**src/rtl/ps2_host_tx.sv**
```systemverilog
// PS/2 host-to-device byte transmitter.
// Inhibits the bus, issues a request-to-send, shifts the frame out on the
// device's falling clock edges, then checks the device ACK. Lines are
// open-drain: an *_oe of 1 pulls the line low.
module ps2_host_tx #(
  parameter int unsigned INHIBIT_CYC = 2400,
  parameter int unsigned TIMEOUT_CYC = 48000
) (
  input  logic       clk_bus,
  input  logic       bus_reset,
  input  logic [7:0] tx_data,
  input  logic       tx_start,
  output logic       tx_busy,
  output logic       tx_done,
  output logic       tx_error,
  input  logic       ps2_clk_i,
  input  logic       ps2_dat_i,
  output logic       ps2_clk_oe,
  output logic       ps2_dat_oe
);

  localparam int unsigned InhW = (INHIBIT_CYC > 1) ? $clog2(INHIBIT_CYC + 1) : 1;
  localparam int unsigned ToW  = (TIMEOUT_CYC > 1) ? $clog2(TIMEOUT_CYC + 1) : 1;

  typedef enum logic [2:0] {
    StIdle,
    StInhibit,
    StRequest,
    StShift,
    StAck,
    StWaitRel
  } state_e;

  state_e              r_state, w_state_nxt;
  logic                r_clk_s1, r_clk_s2, r_clk_prev;
  logic                r_dat_s1, r_dat_s2;
  logic [7:0]          r_data, w_data_nxt;
  logic                r_parity, w_parity_nxt;
  logic [3:0]          r_bit_cnt, w_bit_cnt_nxt;
  logic [InhW-1:0]     r_inh_cnt, w_inh_cnt_nxt;
  logic [ToW-1:0]      r_to_cnt, w_to_cnt_nxt;
  logic                r_dat_oe, w_dat_oe_nxt;
  logic                r_done, w_done_nxt;
  logic                r_error, w_error_nxt;

  logic                w_fall;
  logic                w_to_expire;
  logic                w_inh_last;
  logic [3:0]          w_bit_inc;
  logic [2:0]          w_bit_idx;

  // Two-flop synchronizers plus a delayed copy of the clock for edge detection.
  // All reset to the idle (released) level so reset release cannot fake an edge.
  always_ff @(posedge clk_bus or posedge bus_reset) begin
    if (bus_reset) begin
      r_clk_s1   <= 1'b1;
      r_clk_s2   <= 1'b1;
      r_clk_prev <= 1'b1;
      r_dat_s1   <= 1'b1;
      r_dat_s2   <= 1'b1;
    end else begin
      r_clk_s1   <= ps2_clk_i;
      r_clk_s2   <= r_clk_s1;
      r_clk_prev <= r_clk_s2;
      r_dat_s1   <= ps2_dat_i;
      r_dat_s2   <= r_dat_s1;
    end
  end

  assign w_fall      = r_clk_prev & ~r_clk_s2;
  // Abort when the idle-cycle count would reach TIMEOUT_CYC at this edge.
  assign w_to_expire = (32'(r_to_cnt) + 32'd1) >= TIMEOUT_CYC;
  assign w_inh_last  = (32'(r_inh_cnt) + 32'd1) >= INHIBIT_CYC;
  assign w_bit_inc   = (r_bit_cnt == 4'hF) ? r_bit_cnt : r_bit_cnt + 4'd1;
  // Edges 1..8 carry data bits 0..7; 3-bit wrap maps edge 8 onto bit 7.
  assign w_bit_idx   = w_bit_inc[2:0] - 3'd1;

  // State and datapath registers.
  always_ff @(posedge clk_bus or posedge bus_reset) begin
    if (bus_reset) begin
      r_state   <= StIdle;
      r_data    <= '0;
      r_parity  <= 1'b0;
      r_bit_cnt <= '0;
      r_inh_cnt <= '0;
      r_to_cnt  <= '0;
      r_dat_oe  <= 1'b0;
      r_done    <= 1'b0;
      r_error   <= 1'b0;
    end else begin
      r_state   <= w_state_nxt;
      r_data    <= w_data_nxt;
      r_parity  <= w_parity_nxt;
      r_bit_cnt <= w_bit_cnt_nxt;
      r_inh_cnt <= w_inh_cnt_nxt;
      r_to_cnt  <= w_to_cnt_nxt;
      r_dat_oe  <= w_dat_oe_nxt;
      r_done    <= w_done_nxt;
      r_error   <= w_error_nxt;
    end
  end

  // Next-state logic: frame sequencing, timeout supervision and result pulses.
  always_comb begin
    w_state_nxt   = r_state;
    w_data_nxt    = r_data;
    w_parity_nxt  = r_parity;
    w_bit_cnt_nxt = r_bit_cnt;
    w_inh_cnt_nxt = r_inh_cnt;
    w_to_cnt_nxt  = (32'(r_to_cnt) >= TIMEOUT_CYC) ? r_to_cnt : r_to_cnt + ToW'(1);
    w_dat_oe_nxt  = r_dat_oe;
    w_done_nxt    = 1'b0;
    w_error_nxt   = 1'b0;

    unique case (r_state)
      StIdle: begin
        w_dat_oe_nxt = 1'b0;
        w_to_cnt_nxt = '0;
        if (tx_start) begin
          w_data_nxt    = tx_data;
          w_parity_nxt  = ~^tx_data;
          w_bit_cnt_nxt = '0;
          w_inh_cnt_nxt = '0;
          w_state_nxt   = StInhibit;
        end
      end
      // Device clock activity is ignored here: the host is holding the clock.
      StInhibit: begin
        w_to_cnt_nxt = '0;
        if (w_inh_last) begin
          w_dat_oe_nxt = 1'b1;
          w_state_nxt  = StRequest;
        end else begin
          w_inh_cnt_nxt = r_inh_cnt + InhW'(1);
        end
      end
      StRequest: begin
        w_to_cnt_nxt = '0;
        w_state_nxt  = StShift;
      end
      StShift: begin
        if (w_fall) begin
          w_to_cnt_nxt  = '0;
          w_bit_cnt_nxt = w_bit_inc;
          case (w_bit_inc)
            4'd1, 4'd2, 4'd3, 4'd4,
            4'd5, 4'd6, 4'd7, 4'd8: w_dat_oe_nxt = ~r_data[w_bit_idx];
            4'd9:                   w_dat_oe_nxt = ~r_parity;
            default: begin
              w_dat_oe_nxt = 1'b0;
              w_state_nxt  = StAck;
            end
          endcase
        end else if (w_to_expire) begin
          w_dat_oe_nxt = 1'b0;
          w_error_nxt  = 1'b1;
          w_state_nxt  = StIdle;
        end
      end
      StAck: begin
        if (w_fall) begin
          w_to_cnt_nxt = '0;
          if (!r_dat_s2) begin
            w_state_nxt = StWaitRel;
          end else begin
            w_error_nxt = 1'b1;
            w_state_nxt = StIdle;
          end
        end else if (w_to_expire) begin
          w_error_nxt = 1'b1;
          w_state_nxt = StIdle;
        end
      end
      StWaitRel: begin
        if (r_clk_s2 && r_dat_s2) begin
          w_done_nxt  = 1'b1;
          w_state_nxt = StIdle;
        end else if (w_to_expire) begin
          w_error_nxt = 1'b1;
          w_state_nxt = StIdle;
        end
      end
      default: begin
        w_dat_oe_nxt = 1'b0;
        w_state_nxt  = StIdle;
      end
    endcase
  end

  assign ps2_clk_oe = (r_state == StInhibit);
  assign ps2_dat_oe = r_dat_oe;
  assign tx_busy    = (r_state != StIdle);
  assign tx_done    = r_done;
  assign tx_error   = r_error;

endmodule

```
**config.mk**
```make
export PLATFORM = sky130hd
export DESIGN_NAME = ps2_host_tx
export DESIGN_NICKNAME = d
export VERILOG_FILES = /design/src/rtl/ps2_host_tx.sv
export SDC_FILE = /design/constraint.sdc
export NUM_CORES = 1
export LEC_CHECK = 0
export BUFFER_PORTS_ARGS = -buffer_cell sky130_fd_sc_hd__buf_2
export CELL_PAD_IN_SITES_DETAIL_PLACEMENT = 0
export CELL_PAD_IN_SITES_GLOBAL_PLACEMENT = 1
export CORE_UTILIZATION = 47
export DETAILED_ROUTE_END_ITERATION = 12
export PLACE_DENSITY = 0.83
export SKIP_LAST_GASP = 1
export SYNTH_ARGS = -nofsm -noshare
export SYNTH_HDL_FRONTEND = slang
export SYNTH_SLANG_ARGS = --single-unit
```
**constraint.sdc**
```tcl
create_clock -name clk_bus -period 2.9 [get_ports clk_bus]
set_input_delay 0.29 -clock clk_bus [delete_from_list [all_inputs] [get_ports clk_bus]]
set_output_delay 0.29 -clock clk_bus [all_outputs]
set_load 0.01 [all_outputs]
```
# Word level (Yosys, flattened, before mapping)
# Cells that the tools add are included.
[op_classes]
n_addsub = 6
n_mul = 0
div = 0
order_cmp = 4
n_eq_ne = 21
shift = 0
muxes = 34
bitwise = 5
n_reduce_logical = 16
[op_table]
columns = ["op", "count"]
rows = [
  ["16-bit 2-to-1 mux", 2],
  ["16-bit case mux with 2 select lines", 1],
  ["12-bit 2-to-1 mux", 2],
  ["3-bit 2-to-1 mux", 8],
  ["12-bit case mux with 2 select lines", 1],
  ["3-bit case mux with 6 select lines", 1],
  ["16-bit by 1-bit adder with 17-bit output, second input constant", 1],
  ["17-bit by 16-bit >= comparator with 1-bit output, second input constant", 1],
  ["16-bit by 1-bit adder with 16-bit output, second input constant", 1],
  ["4-bit by 3-bit == test with 1-bit output, second input constant", 4],
  ["16-bit >= comparator, second input constant", 1],
  ["12-bit by 1-bit adder with 13-bit output, second input constant", 1],
  ["13-bit by 12-bit >= comparator with 1-bit output, second input constant", 1],
  ["12-bit by 1-bit adder with 12-bit output, second input constant", 1],
  ["4-bit == test, second input constant", 3],
  ["4-bit 2-to-1 mux", 3],
  ["3-bit AND reduction", 4],
  ["1-bit 2-to-1 mux", 11],
  ["9-bit OR reduction", 1],
  ["4-bit by 2-bit == test with 1-bit output, second input constant", 2],
  ["4-bit case mux with 2 select lines", 1],
  ["8-bit OR reduction", 1],
  ["8-bit XNOR reduction", 1],
  ["3-bit by 2-bit == test with 1-bit output, second input constant", 2],
  ["21 further kinds", 31],
]
[word_totals]
reg_bits = 52
latchBits = 0
mem_bits_rw = 0
mem_bits_ro = 0
inputBits = 13
output_inout_bits = 5
wordCells = 100
mem_count = 0

# Longest topological paths before layout
[logic_depth]
depth_word = 9
depth_mapped = 11

# Worst setup path after synthesis
# Ideal clock, no wire load.
[synth_timing]
path_kind = "flip-flop to flip-flop"
start = "register r_bit_cnt[0]"
end = "register r_state[0]"
setup_time_ns = 0.126
arrival_time_ns = 2.411
required_ns = 2.774
setup_slack_ns = 0.363
stages_incl_launch_ff = 11
n_path_buf = 0
synth_period_minus_slack_ns = 2.537
cell_sequence = "dfrtp_1 -> ha_1 -> nand3_1 -> xnor2_1 -> inv_1 -> ha_1 -> or2_2 -> mux2i_1 -> a311o_1 -> nand2_1 -> o32a_1"
[synth_via]
elab_chain_len = 6
word_cells_on_any_way = 15
[synth_rtl]
columns = ["item", "line", "rtl"]
rows = [
  ["from (decl)", "39", "logic [3:0] r_bit_cnt, w_bit_cnt_nxt;"],
  ["from (signal assigned)", "94", "r_bit_cnt <= w_bit_cnt_nxt;"],
  ["4-bit by 1-bit adder with 4-bit output or 4-bit == test (tied branches)", "74", "assign w_bit_inc = (r_bit_cnt == 4'hF) ? r_bit_cnt : r_bit_cnt + 4'd1;"],
  ["4-bit 2-to-1 mux (*)", "74", ""],
  ["4-bit == test (tied with other cells)", "145", "case (w_bit_inc)"],
  ["9-bit OR reduction (no source line) (*)", "--", ""],
  ["3-bit inequality test (no source line) (*)", "--", ""],
  ["3-bit AND reduction (no source line) (*)", "--", ""],
  ["to (signal assigned)", "81", "r_state <= StIdle;"],
  ["to (signal assigned)", "91", "r_state <= w_state_nxt;"],
  ["to (decl)", "34", "state_e r_state, w_state_nxt;"],
]
# Mark *: on every way between the ends. The rest lies on a longest branch, timed or not.
# A chain may end at the register's enable or synchronous reset.

# Worst setup path after layout
# Ends and elaborated chain as after synthesis.

==> impl_metrics.csv <==
group,metric,value,unit
outcome,outcome,"finished clean",
power_and_ir_drop,cellLeakagePower,1.42,nW
timing,clock.fmax,377,MHz
grt,grt_start_max_net_pins,53,
die,rows,29,
cells_and_area,multiInputGateArea,0.00173,sq mm
route,wirelength,6.31,mm
die,start_util,49.1,%
grt,grt_pass1_wl,11.0,mm
place,place_congestion,0.821,
clocking,cts_resized,0,
timing,hold_viol_final,0,
cells_and_area,diodes,0,
clocking,htreeDepth,2,
die,design.die.area,0.00705,sq mm
synthesis,synth_nets,366,
die,core_area,0.00642,sq mm
clocking,cts_buffers,5,
cells_and_area,area_delta_synth_final,8.21,%
synthesis,netlist_instances,344,
clocking,cts_buffer_depth,2,
cells_and_area,fin_nets,383,
synthesis,ys_seq_area_share,41.4,%
synthesis,synth_top_area_share,37.3,%
worst_setup_path,cp-start-kind,"flip-flop",
synthesis,synth_cell_type_count,54,
clocking,post_cts_buffers,0,
synthesis,synth_top_cell_by_area,"dfrtp_1",
cells_and_area,drive_gt1_share,15.2,%
timing,fin_crit,2.65,ns
synthesis,synth_commonest_cells,"dfrtp_1 (47), nor2_1 (34), nand2_1 (30), xnor2_1 (19), a21oi_1 (18)",
route,num_vias,2547,
route,drc,0,
clocking,root_buffer,"clkbuf_8",
grt,grtUsageTotal,19.1,%
power_and_ir_drop,ir_drop,0.000509,V
timing,rsz0062_at_grt,"false",
timing,fin_skew,0.00533,ns
die,num_io_pins,18,
cells_and_area,ff_latch_area,0.00131,sq mm
timing,setup_violations,0,
place,dpl.cell_count,431,
route,viasPerCell,5.80,
grt,grt.overflow.total,0,
synthesis,avgSynthCellArea,9.17,sq um
worst_setup_path,critPathRequiredTime,3.10,ns
clocking,clkLatencyLatePin,0.31,ns
cells_and_area,fin_cells,439,
synthesis,synth_edf_count,0,
grt,grt_pass1_vias,2414,
run,max-cap-violations,0,
route,initialDrtViolationCount,97,
clocking,cts_hold_buf,0,
synthesis,synth_ff_type,"dfrtp_1",
die,fp.dieH,83.9,um
worst_setup_path,critical_path_class,"flip-flop to flip-flop",
synthesis,synth_warnings,0,
route,routedWlPerCell,14.4,um
timing,max_slew_margin,27.5,%
route,drtAntennaViolNets,0,
timing,min_period_over_period,91.5,%
timing,report.final.slew_viol_count,0,
worst_setup_path,cp_max_fo,6,
place,place_hpwl,4.42,mm
power_and_ir_drop,power_density,846,mW/mm^2
clocking,cts_tree,"done",
route,drtPass1Iterations,4,
synthesis,netlist_top_cells_area,"dfrtp_1 (37%), xnor2_1 (5.3%), dfstp_2 (4.2%)",
worst_setup_path,cp-end-kind,"flip-flop",
timing,worstMarginPinSlew,1.09,ns
cells_and_area,final_core_utilization,53.2,%
die,die_x,83.9,um
place,port-buffer-count,17,
hold_path,hold_path.class,"input pin to flip-flop",
timing,tns,0,ns
worst_setup_path,cp.arrival,2.86,ns
synthesis,synth-seq-cells,52,
grt,antenna_found_initial,0,
synthesis,syn_area,0.00316,sq mm
clocking,clkTransAtPathRegs,0.10,ns
synthesis,post-synth-top-count-cell,"dfrtp_1",
clocking,clkSinkCount,52,
synthesis,synthArstFlopShare,100,%
cells_and_area,nFillCells,599,
registers in the layout, indices dropped and copies added (netlist names), 3 cells and up:
register,flops
r_inh_cnt,12
r_bit_cnt,4
r_data,8
r_to_cnt,16
r_state,3
per-stage QoR:
stage | hold slack, ns | worst slack, ns | power [mW] | cell area (sq um)
after global routing | 0.0481 | 0.00736 | 3.14 | 3410
after detailed placement | 0.349 | 0.252 | 2.47 | 3320
after floorplan | 0.294 | 0.363 | 2.16 | 3160
after CTS | 0.0545 | 0.237 | 2.91 | 3410
final | 0.0663 | 0.246 | 2.89 | 3410
after global placement | 0.346 | 0.359 | 2.44 | 3320
per-layer routing:
layer	global-route usage (%)	wire (um)	vias up
met1	25.9	3200	1234
met2	31.9	2890	31
li1	-	-	1277
met3	3.46	169	5
met4	4.23	48	0
met5	0	0	-
path summary, 6_finish.rpt:
| path | start | endpoint | slack [ns] | cells after the start |
|---|---|---|---|---|
| setup / recovery | r_bit_cnt[0]$_DFFE_PP0P_ | r_state[0]$_DFFE_PP0P_ | 0.25 | 10 |
| hold / removal | ps2_clk_i | r_clk_s1$_DFF_PP1_ | 0.07 | 1 |
| setup reg to reg | r_bit_cnt[0]$_DFFE_PP0P_ | r_state[0]$_DFFE_PP0P_ | 0.25 | 10 |
| hold reg to reg | r_clk_s1$_DFF_PP1_ | r_clk_s2$_DFF_PP1_ | 0.36 | 0 |
| max in group asynchronous | bus_reset | tx_error$_DFF_PP0_ | 1.99 | 2 |
| min in group asynchronous | bus_reset | r_data[5]$_DFFE_PP0P_ | 0.25 | 2 |
where the power goes:
part           leakage, nW  switching [mW]  internal, mW
clock network       0.0491           0.255         0.178
registers            0.673           0.286         0.925
logic                0.695           0.677         0.567
area by class of cell:
cell class              instances  share of cell area (%)
clock buffers                   5                    2.02
clock inverters                 3                   0.770
inverters                      17                    1.87
multi-input cells             263                    50.6
flip-flops and latches         52                    38.3
well taps                      77                    2.82
repair buffers                 22                    3.59
logic make-up after synthesis:
| logic type | Yosys count | synth area share [%] |
|---|---|---|
| XOR/XNOR | 25 | 6.94 |
| flip-flops | 52 | 41.4 |
| adder cells (fa/ha/maj) | 9 | 3.57 |
| buffers and inverters | 29 | 3.77 |
| multiplexers | 15 | 5.87 |
| AND/OR/NAND/NOR | 123 | 19.2 |
| AO/OA/AOI/OAI | 91 | 19.2 |
critical path, stage by stage (launching register included):
cell and delay, ns:
dfrtp_1 0.46, ha_1 0.27, nand3_1 0.15, mux2i_1 0.37, inv_1 0.08, ha_1 0.19
or2_2 0.28, mux2i_1 0.14, a311o_1 0.25, nand2_1 0.07, o32a_1 0.29
cell usage in the layout, fill, tap and decap left out, types with 5 or more instances in the layout:
master,netlist,routed
a21oi_1,18,18
a31oi_1,14,14
and3_1,6,6
buf_2,2,17
buf_4,0,5
clkbuf_8,0,5
dfrtp_1,47,47
dfstp_2,5,5
ha_1,9,9
inv_1,16,15
mux2_2,8,8
mux2i_1,5,5
nand2_1,30,30
nand3_1,13,13
nand4_1,5,5
nor2_1,34,34
nor3_1,9,9
o21a_1,8,8
o21ai_0,13,13
o21ai_1,5,5
xnor2_1,19,19
xor2_1,6,6
Power figures use the tool's default switching activity.
